[src/rtl/pulse_meas.sv]
// Pulse-interval measurement: a falling edge on trig arms a cycle counter, a rising edge on
// inpulse (or the programmed limit) closes it, and the result is held until acknowledged.
module pulse_meas #(
  parameter int unsigned N = 8
) (
  input  logic         clk,
  input  logic         rst,
  input  logic         trig,
  input  logic         inpulse,
  input  logic [N-1:0] limit,
  input  logic         ack,
  output logic [N-1:0] meas,
  output logic         timeout,
  output logic         valid,
  output logic         busy
);

  typedef enum logic [1:0] {StIdle, StCount, StDone} state_e;

  state_e         state_q, state_d;
  logic           trig_r, inpulse_r;
  logic [N-1:0]   cnt_q, cnt_d;
  logic [N-1:0]   lim_q, lim_d;
  logic [N-1:0]   meas_q, meas_d;
  logic           timeout_q, timeout_d;
  logic           valid_q, busy_q;
  logic           start, stop;

  assign start = trig_r & ~trig;
  assign stop  = inpulse & ~inpulse_r;

  always_comb begin
    state_d   = state_q;
    cnt_d     = cnt_q;
    lim_d     = lim_q;
    meas_d    = meas_q;
    timeout_d = timeout_q;
    unique case (state_q)
      StIdle: begin
        if (start) begin
          state_d = StCount;
          cnt_d   = N'(1);
          // A zero limit selects the longest possible window.
          lim_d   = (limit == '0) ? '1 : limit;
        end
      end
      StCount: begin
        // Stop is tested first so a pulse on the final cycle is not reported as a timeout.
        if (stop) begin
          meas_d    = cnt_q;
          timeout_d = 1'b0;
          state_d   = StDone;
        end else if (cnt_q == lim_q) begin
          meas_d    = lim_q;
          timeout_d = 1'b1;
          state_d   = StDone;
        end else begin
          cnt_d = cnt_q + N'(1);
        end
      end
      StDone: begin
        if (ack) begin
          state_d = StIdle;
        end
      end
      default: state_d = StIdle;
    endcase
  end

  always_ff @(posedge clk) begin
    if (!rst) begin
      state_q   <= StIdle;
      trig_r    <= 1'b0;
      inpulse_r <= 1'b0;
      cnt_q     <= '0;
      lim_q     <= '0;
      meas_q    <= '0;
      timeout_q <= 1'b0;
      valid_q   <= 1'b0;
      busy_q    <= 1'b0;
    end else begin
      state_q   <= state_d;
      trig_r    <= trig;
      inpulse_r <= inpulse;
      cnt_q     <= cnt_d;
      lim_q     <= lim_d;
      meas_q    <= meas_d;
      timeout_q <= timeout_d;
      valid_q   <= (state_d == StDone);
      busy_q    <= (state_d == StCount);
    end
  end

  assign meas    = meas_q;
  assign timeout = timeout_q;
  assign valid   = valid_q;
  assign busy    = busy_q;

endmodule
[config.mk]
export PLATFORM = sky130hd
export DESIGN_NAME = pulse_meas
export DESIGN_NICKNAME = d
export VERILOG_FILES = /design/src/rtl/pulse_meas.sv
export SDC_FILE = /design/constraint.sdc
export NUM_CORES = 1
export LEC_CHECK = 0
export CAP_MARGIN = 5
export CORE_MARGIN = 1
export CORE_UTILIZATION = 55
export DETAILED_ROUTE_END_ITERATION = 8
export DONT_BUFFER_PORTS = 1
export PLACE_DENSITY = 0.75
export SYNTH_ARGS = -nofsm -noshare
export SYNTH_HDL_FRONTEND = slang
export SYNTH_SLANG_ARGS = --single-unit
[constraint.sdc]
create_clock -name clk -period 4.75 [get_ports clk]
set_input_delay 0.7125 -clock clk [delete_from_list [all_inputs] [get_ports clk]]
set_output_delay 0.7125 -clock clk [all_outputs]
set_load 0.01 [all_outputs]
## Word-level counts from Yosys, hierarchy flattened

Cells that the tools add are included.

- Bits in registers: 31
- Bits in latches: 0
- RAM bits: 0
- Bits in read-only memories: 0
- Input port bits: 13
- Output and inout port bits: 11
- Word-level logic and storage cells: 43
- Memories: 0

- Add/sub/neg operators: 1
- $mul: 0
- Divide/modulo/power cells: 0
- $lt $le $gt $ge: 0
- Equal/unequal tests: 8
- Shift operators: 0
- Muxes and demuxes: 14
- Bitwise operators: 4
- Reductions and logical operators: 7

Operators with widths:

| kind | number |
|---|---|
| $mux 8 | 6 |
| $pmux 8 s2 | 1 |
| $add 8x1->8 const B | 1 |
| $eq 8x8->1 | 1 |
| $logic_not 8->1 | 1 |
| $mux 2 | 4 |
| $ne 2x2->1 const B | 3 |
| $pmux 2 s3 | 1 |
| $eq 2x1->1 const B | 2 |
| $eq 2x2->1 const B | 2 |
| $reduce_and 2->1 | 2 |
| $reduce_and 4->1 | 1 |
| $reduce_bool 2->1 | 2 |
| $and 1x1->1 | 2 |
| $logic_not 2->1 | 1 |
| $mux 1 | 2 |
| $not 1->1 | 2 |

## Logic depth before layout (Yosys ltp)

- Depth after elaboration: 5
- Mapped depth: 6
- Gate-level depth less buffers: 5

## Worst setup path after synthesis

Ideal clock, no wire load.

- Path kind: input to register
- Start: input port limit[2]
- End: register lim_q[0]
- Setup time: 0.059 ns
- Arrival time: 2.041 ns
- Data required time: 4.691 ns
- Slack: 2.650 ns
- Stages on the path: 4
- Buffers on the path: 0
- Path through: or4_1 or4_4 o21ai_4 o221a_2

- Word-level cells in the longest chain between the ends: 2

Ends and longest elaborated chain:

| item | line | RTL |
|---|---|---|
| start: declaration | 10 | `input logic [N-1:0] limit,` |
| $logic_not 8->1 | 44 | `lim_d = (limit == '0) ? '1 : limit;` |
| $mux 8 | 44 |  |
| end signal: assignment | 86 | `lim_q <= lim_d;` |
| end: declaration | 23 | `logic [N-1:0] lim_q, lim_d;` |

Every way passes these cells.
A chain may end at the register's enable or synchronous reset.

## Worst setup path in the final report

- Start: register inpulse_r
- End: register meas_q[1], in the netlist meas[1]

- Word-level cells in the longest chain between the ends: 4
- Elaborated cells between the ends (all ways): 5
- Classes of those cells: mux: 1; bitwise: 2; reduce/logical: 2

Ends and longest elaborated chain:

| item | line | RTL |
|---|---|---|
| start: declaration | 21 | `logic trig_r, inpulse_r;` |
| start signal: assignment | 84 | `inpulse_r <= inpulse;` |
| $not 1->1 * | 30 | `assign stop = inpulse & ~inpulse_r;` |
| $and 1x1->1 * | 30 |  |
| $reduce_bool 2->1 (no line) | - |  |
| $reduce_and 2->1 (no line) | - |  |
| end signal: assignment | 87 | `meas_q <= meas_d;` |
| end: declaration | 24 | `logic [N-1:0] meas_q, meas_d;` |

Mark *: on every way between the ends. The rest lies on a longest branch, timed or not.

==> metrics.txt <==
status completed; fillcell total 199; Worst-path clk slew 0.09 ns; Total GRT Usage 23.2%; M3 GR Usage 9.86%; RSZ-0062 raised after global routing false; largest net degree at the start of global routing 28; final hold vios 0; total number of vias 1082; Period Utilization, post-route 53.4%; hold buffer count at cts 0; DR pass1 iterations 4; final instance area 0.00150 sq mm; core area 0.00245 sq mm; Post-synth EDFFs 0; Layout area overhead 5.84%; relative slew slack 15.3%; DIE WIDTH 52.7 um; vias in the first global route 956; Lkg Pwr 0.000645 uW; syn nets 157; most used routing layer met2; R2R setup slack 2.21 ns; max-cap violations 0; async set-reset flop share out of synthesis 0%; R2R Path End meas[1]; FF+latch count, synth 31; worst r2r src inpulse_r; Antenna Nets Post-Route 0; R2R depth 4; Die ar. 0.00278 sq mm; drt via density 6.29; RD Place Congestion 0.809; detailed placement HPWL 2010 um; worst hold path endpoint inpulse_r; CTS max path bufs 2; DP Cell Count 164; Post-DP Area 0.00143 sq mm; H-tree lvl count 2; final wirelength 2820 um; Post-CTS Resized 0; root buffer cell clkbuf_4; Initial Util 57.6%; register area share after synthesis 43.9%; register area 621 sq um; layout cell share with drive strength beyond 1 19.0%; DRC 0; Syn. warnings 0; setup bufs post-CTS 0; top cell type by total area after synthesis dfxtp_1; IO buf count 0; share of the synthesized area in the top cell type 43.9%; Min-Delay Path Depth 1; CTS tree done; Data arrival, critical path 2.76 ns; Req. time, crit path 4.98 ns; worst vdd ir 0.269 mV; Cell Pwr Density 342 mW/mm^2; first-pass GRT wire length 4560 um; synth cell count leaders dfxtp_1, nand2_1, o221a_2; met1 usage 30.4%; startpoint types register; HP Start inpulse; 1st-iter DRT viols 55; M2 GR Usage 33.5%; grt total ovfl 0; min Tclk post-route 2.54 ns; Syn Area/Cell 9.90 sq um; top-count cell post-synth dfxtp_1; initial antenna violation count 0; final setup fails 0; Crit. End Element register; Num Clock Sinks 31; Routed WL per cell 16.4 um; Final Non-Filler Cells 172; Worst-Skew Late Latency 0.33 ns; Cell Area, Synth 0.00142 sq mm; CTS buffer count 5; # nets final 155; worst hold path class in -> reg; Slew @ Worst Pin 1.26 ns; Primary FF master, synth dfxtp_1; Slew Limit Fails 0; worst hold margin 0.499 ns; Max Clk Rate 394 MHz; synthesized instance count 143; largest fanout on the critical path 11; setup TNS 0 ns; I/O Pins 24; Crit Path Category reg -> reg; Placement Rows 18; Distinct cells, synth 31; multi-input logic area 756 sq um; top post-synthesis cells by area dfxtp_1, o221a_2, mux2i_1; number of diodes 0; Die H 52.7 um; clk_skew 0.00803 ns
==> stage by stage <==
stage	setup WS, ns	util (%)	total power (uW)
CTS	2.25	61.0	514
detailed placement	1.93	58.1	340
finish	2.21	61.0	512
floorplan	2.65	-	333
global route	2.03	61.0	538
global placement	2.12	58.1	338
==> how the worst max path moves through the flow <==
| stage | startpoint | slack (ns) | to |
|---|---|---|---|
| after global routing | inpulse_r | 2.03 | meas[1] |
| after global placement | inpulse | 2.12 | meas[1] |
| after floorplan | limit[2] | 2.65 | lim_q[0] |
| after detailed placement | inpulse | 1.93 | meas[1] |
| after CTS | inpulse_r | 2.25 | meas[1] |
| final | inpulse_r | 2.21 | meas[1] |
==> kinds of logic (layout without fill, tap and decap cells) <==
logic type / after synthesis / after routing / share of synthesized area, %
AO/OA/AOI/OAI: 33 / 33 / 21.5
adder cells (fa/ha/maj): 1 / 1 / 0.884
AND/OR/NAND/NOR: 49 / 49 / 19.3
buffers and inverters: 12 / 11 / 3.18
XOR/XNOR: 8 / 8 / 4.95
flip-flops: 31 / 31 / 43.9
multiplexers: 9 / 9 / 6.37
==> layout by cell type, fill, tap and decap left out, types with 3 or more instances in the layout <==
master and instances:
and2_1 4, nand4_1 3, inv_1 3, dfxtp_1 31
o221a_2 15, and3_1 4, a21o_1 4, nor2b_1 3
o21ai_0 3, nand2_1 18, clkbuf_4 5, xor2_1 8
mux2i_1 9, nand2b_1 3, a31oi_1 3, nand4b_1 3
==> area by class of cell <==
class	count	share of cell area [%]
clock buffers	7	4.34
inverters	3	0.752
multi-input cells	100	50.5
well taps	30	2.51
flip-flops and latches	31	41.4
clock inverters	1	0.501
==> routing by layer <==
metal	vias up	part of all wire [%]
met5	-	0
met4	0	0.92
met3	4	5.4
met2	42	46
met1	510	48
li1	526	-
==> sequential cells by signal, summed over array words and instances, names as in the netlist <==
signal / flops
valid: 1
lim_q: 8
timeout: 1
cnt_q: 8
state_q: 2
inpulse_r: 1
meas: 8
trig_r: 1
busy: 1
==> worst max-delay path: stages, from the launching register on <==
cell      delay (ns)
dfxtp_1         0.33
nand2b_1        0.46
a21boi_0        1.05
nor2_2          0.24
o221a_2         0.36
==> power breakdown <==
group | internal, uW | switching (uW) | total, uW | leakage [uW]
registers | 272 | 13.3 | 285 | 0.000252
logic | 21.4 | 28.4 | 49.8 | 0.000355
clock network | 86.4 | 90.9 | 177 | 0.0000375
Power figures use the tool's default switching activity.
